===== config.mk =====
export PLATFORM = sky130hd
export DESIGN_NAME = piso_serial_tx
export DESIGN_NICKNAME = d
export VERILOG_FILES = /design/src/rtl/piso_serial_tx.sv
export SDC_FILE = /design/constraint.sdc
export NUM_CORES = 1
export LEC_CHECK = 0
export CORE_MARGIN = 5
export CORE_UTILIZATION = 25
export DETAILED_ROUTE_END_ITERATION = 16
export PLACE_DENSITY = 0.56
export SYNTH_ARGS = -nofsm -noshare
export SYNTH_HDL_FRONTEND = slang
export SYNTH_SLANG_ARGS = --single-unit

===== constraint.sdc =====
create_clock -name clk -period 1.8 [get_ports clk]
set_input_delay 0.45 -clock clk [delete_from_list [all_inputs] [get_ports clk]]
set_output_delay 0.45 -clock clk [all_outputs]
set_load 0.02 [all_outputs]

===== src/rtl/piso_serial_tx.sv =====
// Parallel-in serial-out transmitter: accepts a word on a valid/ready handshake and
// shifts it out one bit per shift_en cycle, then pulses done for one cycle.
module piso_serial_tx #(
    parameter int unsigned WIDTH     = 8,
    parameter int unsigned MSB_FIRST = 1
) (
    input  logic                       clk,
    input  logic                       reset,
    input  logic [WIDTH-1:0]           din,
    input  logic                       load_valid,
    output logic                       load_ready,
    input  logic                       shift_en,
    output logic                       sout,
    output logic                       frame,
    output logic                       done,
    output logic [$clog2(WIDTH)-1:0]   bit_cnt
);

    localparam int unsigned CW = $clog2(WIDTH);
    localparam logic [CW-1:0] LAST = CW'(WIDTH - 1);

    typedef enum logic [1:0] {IDLE, SHIFT, DONE} state_t;

    state_t           state;
    logic [WIDTH-1:0] sreg;
    logic [WIDTH-1:0] sreg_adv;
    logic             first_bit;
    logic             next_bit;

    // sout is registered, so the bit that will be on sout after an advance is
    // taken from the already-shifted register value.
    always_comb begin
        if (MSB_FIRST != 0) begin
            sreg_adv  = {sreg[WIDTH-2:0], 1'b0};
            first_bit = din[WIDTH-1];
            next_bit  = sreg_adv[WIDTH-1];
        end else begin
            sreg_adv  = {1'b0, sreg[WIDTH-1:1]};
            first_bit = din[0];
            next_bit  = sreg_adv[0];
        end
    end

    always_ff @(posedge clk or negedge reset) begin
        if (!reset) begin
            state      <= IDLE;
            sreg       <= '0;
            bit_cnt    <= '0;
            sout       <= 1'b0;
            frame      <= 1'b0;
            done       <= 1'b0;
            load_ready <= 1'b1;
        end else begin
            unique case (state)
                IDLE: begin
                    done       <= 1'b0;
                    frame      <= 1'b0;
                    sout       <= 1'b0;
                    bit_cnt    <= '0;
                    load_ready <= 1'b1;
                    if (load_valid) begin
                        sreg       <= din;
                        sout       <= first_bit;
                        frame      <= 1'b1;
                        load_ready <= 1'b0;
                        state      <= SHIFT;
                    end
                end
                SHIFT: begin
                    if (shift_en) begin
                        if (bit_cnt == LAST) begin
                            sreg    <= '0;
                            sout    <= 1'b0;
                            frame   <= 1'b0;
                            done    <= 1'b1;
                            bit_cnt <= '0;
                            state   <= DONE;
                        end else begin
                            sreg    <= sreg_adv;
                            sout    <= next_bit;
                            bit_cnt <= bit_cnt + CW'(1);
                        end
                    end
                end
                DONE: begin
                    done       <= 1'b0;
                    load_ready <= 1'b1;
                    state      <= IDLE;
                end
                default: state <= IDLE;
            endcase
        end
    end

endmodule

# --- After elaboration in Yosys (flattened, before gate mapping) ---
# Cells that the tools add are included.
totals:
  regBits: 16
  output_inout_bits: 7
  word_cells: 48
classes:
  addsub: 1
  n_eq_ne: 6
  muxes: 24
  n_reduce_logical: 10
op_table:
  columns: ["cell", "n"]
  rows:
  - ["$mux 7", 3]
  - ["$pmux 7 s2", 1]
  - ["$reduce_and 3->1", 4]
  - ["$mux 1", 9]
  - ["$pmux 1 s2", 4]
  - ["$mux 2", 3]
  - ["$mux 3", 2]
  - ["$ne 2x2->1 const B", 3]
  - ["$pmux 3 s2", 1]
  - ["$reduce_bool 2->1", 3]
  - ["$pmux 2 s2", 1]
  - ["$add 3x1->3 const B", 1]
  - ["$eq 3x3->1 const B", 1]
  - ["$eq 2x1->1 const B", 1]
  - ["$eq 2x2->1 const B", 1]
  - ["$logic_not 2->1", 1]
  - ["$reduce_and 2->1", 1]
  - ["$reduce_or 2->1", 1]

# --- Depth between registers and ports, before layout ---
# Gate-level depths: netlist (run 1).
logic_depth:
  depth_word: 4
  depth_mapped: 5

# --- Worst setup path after synthesis (run 1) ---
# OpenSTA, ideal clock, no wires.
synth_path:
  kind: "reg2reg"
  start: "register bit_cnt[1]"
  end: "register sreg[2]"
  arrival_time_ns: 1.634
  setup_slack_ns: 0.042
  path_stages_with_launch: 6
  path_cell_list: "dfrtp_1 ha_1 ha_1 and2b_1 mux2_4 mux2_2"
synth_via:
  elab_chain_cells: 4
synth_rtl:
  columns: ["element", "line_no", "source"]
  rows:
  - ["start: declaration", "16", "output logic [$clog2(WIDTH)-1:0] bit_cnt"]
  - ["start signal: assignment", "81", "bit_cnt <= bit_cnt + CW'(1);"]
  - ["$eq 3x3->1", "71", "if (bit_cnt == LAST) begin"]
  - ["$mux 7", "71", null]
  - ["$mux 7", "70", "if (shift_en) begin"]
  - ["$pmux 7 s2", "54", "unique case (state)"]
  - ["end signal: assignment", "62", "sreg <= din;"]
  - ["end signal: assignment", "79", "sreg <= sreg_adv;"]
  - ["end: declaration", "25", "logic [WIDTH-1:0] sreg;"]
# No other way between the ends. The select of a mux whose other input is x is not followed.
# A chain may end at the register's enable or synchronous reset.

# --- Worst setup path after layout (run 1) ---
layout_path:
  start: "register done"
  end: "output done"
layout_lines:
  columns: ["element", "line_no", "source"]
  rows:
  - ["start: declaration", "15", "output logic done,"]
  - ["start signal: assignment", "51", "done <= 1'b0;"]
  - ["start signal: assignment", "56", "done <= 1'b0;"]
  - ["start signal: assignment", "75", "done <= 1'b1;"]
# No word-level cell between the ends.

==> results by group, run 1 <==
Outcome
  • Status: finished clean

Clock network
  • CTS tree: done
  • Htree depth: 1
  • Worst-skew pair later-pin latency: 0.29 ns
  • Clk sink count: 16
  • Postcts setup bufs: 0
  • Clock root buffer: clkbuf_4
  • TritonCTS Buffers: 3
  • Clock transition at the registers of the reported paths: 0.10 ns
  • Clk buf depth: 2

Timing
  • Setup TNS: 0 ns
  • Fmax: 584.1 MHz
  • Worst hold slack: 0.4697 ns
  • # setup viols final: 0
  • Final Skew: 0.008992 ns
  • Slew Limit Fails: 0
  • Relative slew slack: 78.04%
  • Hold Fails Final Rpt: 0
  • Worst-Margin Slew: 0.3291 ns
  • Unrepaired setup endpoints after global routing: no
  • Min Tclk post-route: 1.712 ns
  • Final period util: 95.11%

Die
  • DIE WIDTH: 69.15 µm
  • Die height: 69.15 µm
  • Full die area: 0.004781 mm²
  • Core Rows: 21
  • I/O Pins: 19
  • Core Area: 0.003363 mm²
  • Initial Utilization: 26.00%

Worst setup path
  • Crit Path Max Fanout: 2
  • WS Path Type: flip-flop to output port
  • Slowest CP cell: clkdlybuf4s50_1
  • Worst path arrival time: 1.26 ns
  • Startpoint types: flip-flop
  • CP Cell Sequence: clkdlybuf4s50_1
  • Critical path's top delay family: buffers and inverters
  • CP Buf/Inv Count: 1
  • Reg2reg setup slack: 0.11 ns
  • Worst r2r path cells: 5
  • Slowest stage delay, CP: 0.61 ns
  • Crit path required time: 1.35 ns
  • Worst r2r dst: sreg[2]
  • Reg2reg start: bit_cnt[1]
  • CP endpoint kind: output port

Route
  • Via count: 632
  • Drt drc: 0
  • Initial DRC count: 8
  • Drt pass-1 iters: 2
  • Detailed Route WL: 1856 µm
  • Vias/cell: 4.359
  • Antenna viol nets, final: 0
  • WL per Instance: 12.80 µm

Logic synthesis
  • Post-synthesis sequential area ratio: 45.92%
  • Syn Area/Cell: 12.32 µm²
  • Syn Nets: 86
  • Number of warnings issued by yosys: 0
  • Cell area after synthesis: 874.6 µm²
  • Largest area contributor in the netlist: dfrtp_1
  • Syn Inst Count: 71
  • Netlist cell types: 29
  • Top cells by area, synth: dfrtp_1 43%, mux2_4 10%, mux2_2 9.0%
  • #FFs+latches synth: 16
  • Synth top area share: 42.92%

Power and ir drop
  • Tot Pwr: 0.001629 W
  • Leakage Power: 0.5960 nW
  • Pwr per Cell Area: 1368 mW/mm²
  • VDD IR max: 0.7377 mV

Global route
  • Pin count of the biggest net entering global routing: 17
  • Grt ovf: 0
  • Vias in the first global route: 747
  • Tot GR Track Use: 8.495%
  • First-pass GRT wire length: 3381 µm
  • Initial antenna violation count: 0

Finish
  • Area of the multi-input gates: 441.7 µm²
  • Antenna cells: 0
  • Final net count: 115
  • Layout cells sized above 1: 29.29%
  • Storage cell area: 401.6 µm²
  • FILL cells: 383
  • Layout area overhead: 36.19%

Min path
  • Class of the worst hold path: primary input to asynchronous set/reset pin

Placement
  • HPWL Detailed: 1335 µm
  • I/O Buffers: 18
  • Placer congestion estimate: 0.7486

Flow run
  • Maxcap violations: 0
==> cell type report <==
| class | instances | area share (%) |
|---|---|---|
| clock buffers | 4 | 3.046 |
| flip-flops and latches | 16 | 33.72 |
| repair buffers | 27 | 20.38 |
| inverters | 3 | 0.9454 |
| well taps | 46 | 4.832 |
| multi-input cells | 49 | 37.08 |
==> how the worst max path moves through the flow <==
stage / start / endpoint / cells after the start
floorplan: bit_cnt[1] / sreg[2] / 5
CTS: done / done / 1
global route: bit_cnt[0] / sreg[5] / 5
finish: done / done / 1
global placement: shift_en / sreg[1] / 4
detailed placement: shift_en / sreg[3] / 4
==> registers in the layout (all words and copies together) (netlist names) <==
signal      flops
bit_cnt         3
done            1
frame           1
load_ready      1
sout            1
sreg            7
state           2
==> what timing repair did <==
action	CTS	global route
setup endpoints to repair	4	0
resized for setup	4	0
endpoints found under the hold margin	0	0
hold buffers	0	0
==> cell usage in the layout (no fill, tap or decap), types with 2 or more instances in the layout <==
master / count
and2b_1: 2
nor2b_1: 7
a22o_1: 4
mux2_4: 6
mux2_2: 7
clkbuf_4: 3
nor2_1: 2
a21oi_1: 2
dlygate4sd2_1: 4
buf_4: 9
o21ai_0: 2
dfrtp_1: 15
ha_1: 3
inv_1: 3
clkdlybuf4s50_1: 14
==> power breakdown <==
group	internal, W	leakage (nW)	total (W)	switching, W
Sequential	0.000501	0.204	0.000578	0.0000773
Combinational	0.000467	0.371	0.000812	0.000344
Clock	0.000123	0.0210	0.000239	0.000116
Total	0.00109	0.596	0.00163	0.000538
==> cells in the mapped netlist (all sizes together) <==
cell,number
dfrtp,15
mux2,13
nor2b,8
a22o,4
ha,3
inv,3
nor2,3
a21oi,2
and2b,2
buf,2
o21ai,2
a21boi,1
a21o,1
a311oi,1
a31oi,1
a32o,1
and3,1
clkbuf,1
dfstp,1
mux2i,1
nand2,1
nand2b,1
nand4bb,1
nor3b,1
o2bb2ai,1
==> routing by layer <==
metal	up-vias	global-route usage (%)	wire (µm)
li1	312	-	-
met1	305	11.29	946
met2	15	13.77	842
met3	0	1.744	67
met5	-	0	0
met4	0	2.603	0
==> through the flow <==
stage	instance area, µm²	utilization, %	setup WS [ns]	instances
2_1_floorplan	874.6	-	0.04180	71
3_3_place_gp	1160	34.49	0.02089	141
3_5_place_dp	1160	34.49	-0.009568	141
4_1_cts	1191	35.42	0.07869	145
5_1_grt	1191	35.42	0.01903	145
6_report	1191	35.42	0.08798	145
==> cells by family after synthesis <==
kind of cell	Yosys count	synth area share, %
flip-flops	16	45.92
AO/OA/AOI/OAI	14	11.88
buffers and inverters	6	3.575
adder cells (fa/ha/maj)	3	4.292
AND/OR/NAND/NOR	18	13.88
multiplexers	14	20.46
No activity file was read; power rests on OpenSTA's default activity.
==> run 2: changes to the inputs <==
- CORE_MARGIN: 5 -> 2
- GPL_TIMING_DRIVEN: not set -> 1
==> run 2 against run 1 <==
Cell count stayed put. Global-route usage up 2.2 points. Sequential share of layout area down 0.071 points. Wire length decreased by 1.3%. Sequential power barely moved. Combinational power rose by 1%. Via count fell by 0.63%. Total power rose by 0.44%. Die area down 17%. Critical endpoint unchanged. Register-to-register slack improved by 0.03 ns. Core utilization increased by 0.35 points.
==> results by group, run 2 (synthesized netlist as in run 1, its figures left out) <==
Placement
  • I/O Buffers: 18
  • HPWL Detailed: 1378 µm
  • Placer congestion estimate: 0.6963
  • Pre-CTS WS: 0.02251 ns

Die
  • Initial Utilization: 26.21%
  • DIE WIDTH: 63.15 µm
  • Full die area: 0.003987 mm²
  • I/O Pins: 19
  • Core Rows: 21
  • Die height: 63.15 µm
  • Core Area: 0.003337 mm²

Worst setup path
  • Worst setup path startpoint: done
  • Startpoint types: flip-flop
  • Reg2reg setup slack: 0.14 ns
  • Reg2reg start: bit_cnt[0]
  • WS Path Type: flip-flop to output port
  • Critical path destination: done
  • Worst r2r dst: sreg[5]
  • Total number of cells along the worst setup path: 1
  • Worst path arrival time: 1.25 ns
  • CP endpoint kind: output port
  • Worst r2r path cells: 5
  • Crit Path Max Fanout: 2
  • Slowest stage delay, CP: 0.61 ns
  • CP Cell Sequence: clkdlybuf4s50_1
  • CP Buf/Inv Count: 1
  • Critical path's top delay family: buffers and inverters
  • Crit path required time: 1.35 ns
  • Slowest CP cell: clkdlybuf4s50_1

Clock network
  • Clock transition at the registers of the reported paths: 0.09 ns
  • Clk sink count: 16
  • Htree depth: 1
  • Clk buf depth: 2
  • Clock root buffer: clkbuf_4
  • Worst-skew pair later-pin latency: 0.28 ns
  • TritonCTS Buffers: 3
  • Postcts setup bufs: 0
  • CTS tree: done

Timing
  • Fmax: 589.3 MHz
  • Setup TNS: 0 ns
  • Worst-Margin Slew: 0.2913 ns
  • Final period util: 94.27%
  • Unrepaired setup endpoints after global routing: no
  • Hold Fails Final Rpt: 0
  • Worst setup margin: 0.1031 ns
  • Final Skew: 0.003821 ns
  • Min Tclk post-route: 1.697 ns
  • # setup viols final: 0
  • Slew Limit Fails: 0
  • Relative slew slack: 80.54%

Route
  • WL per Instance: 12.63 µm
  • Met3 routed WL: 88 µm
  • Detailed Route WL: 1832 µm
  • Drt pass-1 iters: 4
  • DR top layer: met4
  • Vias/cell: 4.331
  • Antenna viol nets, final: 0
  • Met2 wire length: 870 µm
  • Met1 WL: 862 µm
  • Initial DRC count: 7
  • Via count: 628
  • Drt drc: 0

Power and ir drop
  • Pwr per Cell Area: 1371 mW/mm²
  • Tot Pwr: 0.001636 W
  • VDD IR max: 0.5395 mV
  • Leakage Power: 0.5929 nW

Finish
  • Storage cell area: 401.6 µm²
  • Commonest non-fill, non-tap cell in the layout: dfrtp_1
  • Utilization after layout: 35.77%
  • Layout area overhead: 36.48%
  • Antenna cells: 0
  • Area of the multi-input gates: 444.2 µm²
  • Largest register by flop count: sreg
  • FILL cells: 353
  • Layout cells sized above 1: 30.30%
  • Final net count: 115
  • Max reg flops: 7
  • Highest-count cells in the layout ignoring fill and taps: 15 x dfrtp_1, 14 x clkdlybuf4s50_1, 9 x buf_4, 7 x nor2b_1, 7 x mux2_2
  • Top flop regs: sreg x7, bit_cnt x3, state x2

Global route
  • Vias in the first global route: 702
  • Grt ovf: 0
  • Pin count of the biggest net entering global routing: 17
  • Initial antenna violation count: 0
  • Tot GR Track Use: 10.69%
  • First-pass GRT wire length: 3332 µm

Min path
  • Class of the worst hold path: flip-flop to flip-flop

Outcome
  • Status: finished clean

Flow run
  • Maxcap violations: 0
==> run 2: area by class of cell <==
cell class,count,area share (%)
timing repair buffer,27,20.34
clock buffer,4,3.040
sequential,16,33.65
inverter,3,0.9434
tap,46,4.822
multi-input combinational,49,37.21
==> run 2: worst min path at each step <==
stage,start,cells past startpoint,to
after floorplan,reset,0,bit_cnt[0]
after global placement,load_ready,2,load_ready
after detailed placement,load_ready,2,load_ready
after CTS,load_ready,2,load_ready
after global routing,reset,2,sreg[4]
final,load_ready,2,load_ready
==> run 2: report_power, final <==
part           internal, W  total (W)  switching, W  leakage (nW)
combinational     0.000471   0.000823      0.000351         0.368
clock             0.000123   0.000234      0.000111        0.0210
sequential        0.000501   0.000580     0.0000784         0.204
==> run 2: layer usage <==
layer	vias up	track usage, %
met5	-	0
met4	0	3.056
met3	2	4.286
met2	15	16.62
met1	300	13.63
li1	311	-
==> run 2: through the flow <==
stage / std cells / area [µm²] / hold slack (ns)
6_report: 145 / 1194 / 0.4712
5_1_grt: 145 / 1194 / 0.4820
4_1_cts: 145 / 1191 / 0.4748
3_5_place_dp: 141 / 1160 / 0.4548
3_3_place_gp: 141 / 1160 / 0.4574
2_1_floorplan: 71 / 874.6 / 0.1544
==> run 2: what timing repair did <==
item / 4_1_cts / 5_1_grt
setup endpoints to repair: 4 / 2
hold buffers: 0 / 0
gates resized for setup: 4 / 1
pin swaps: 0 / 0
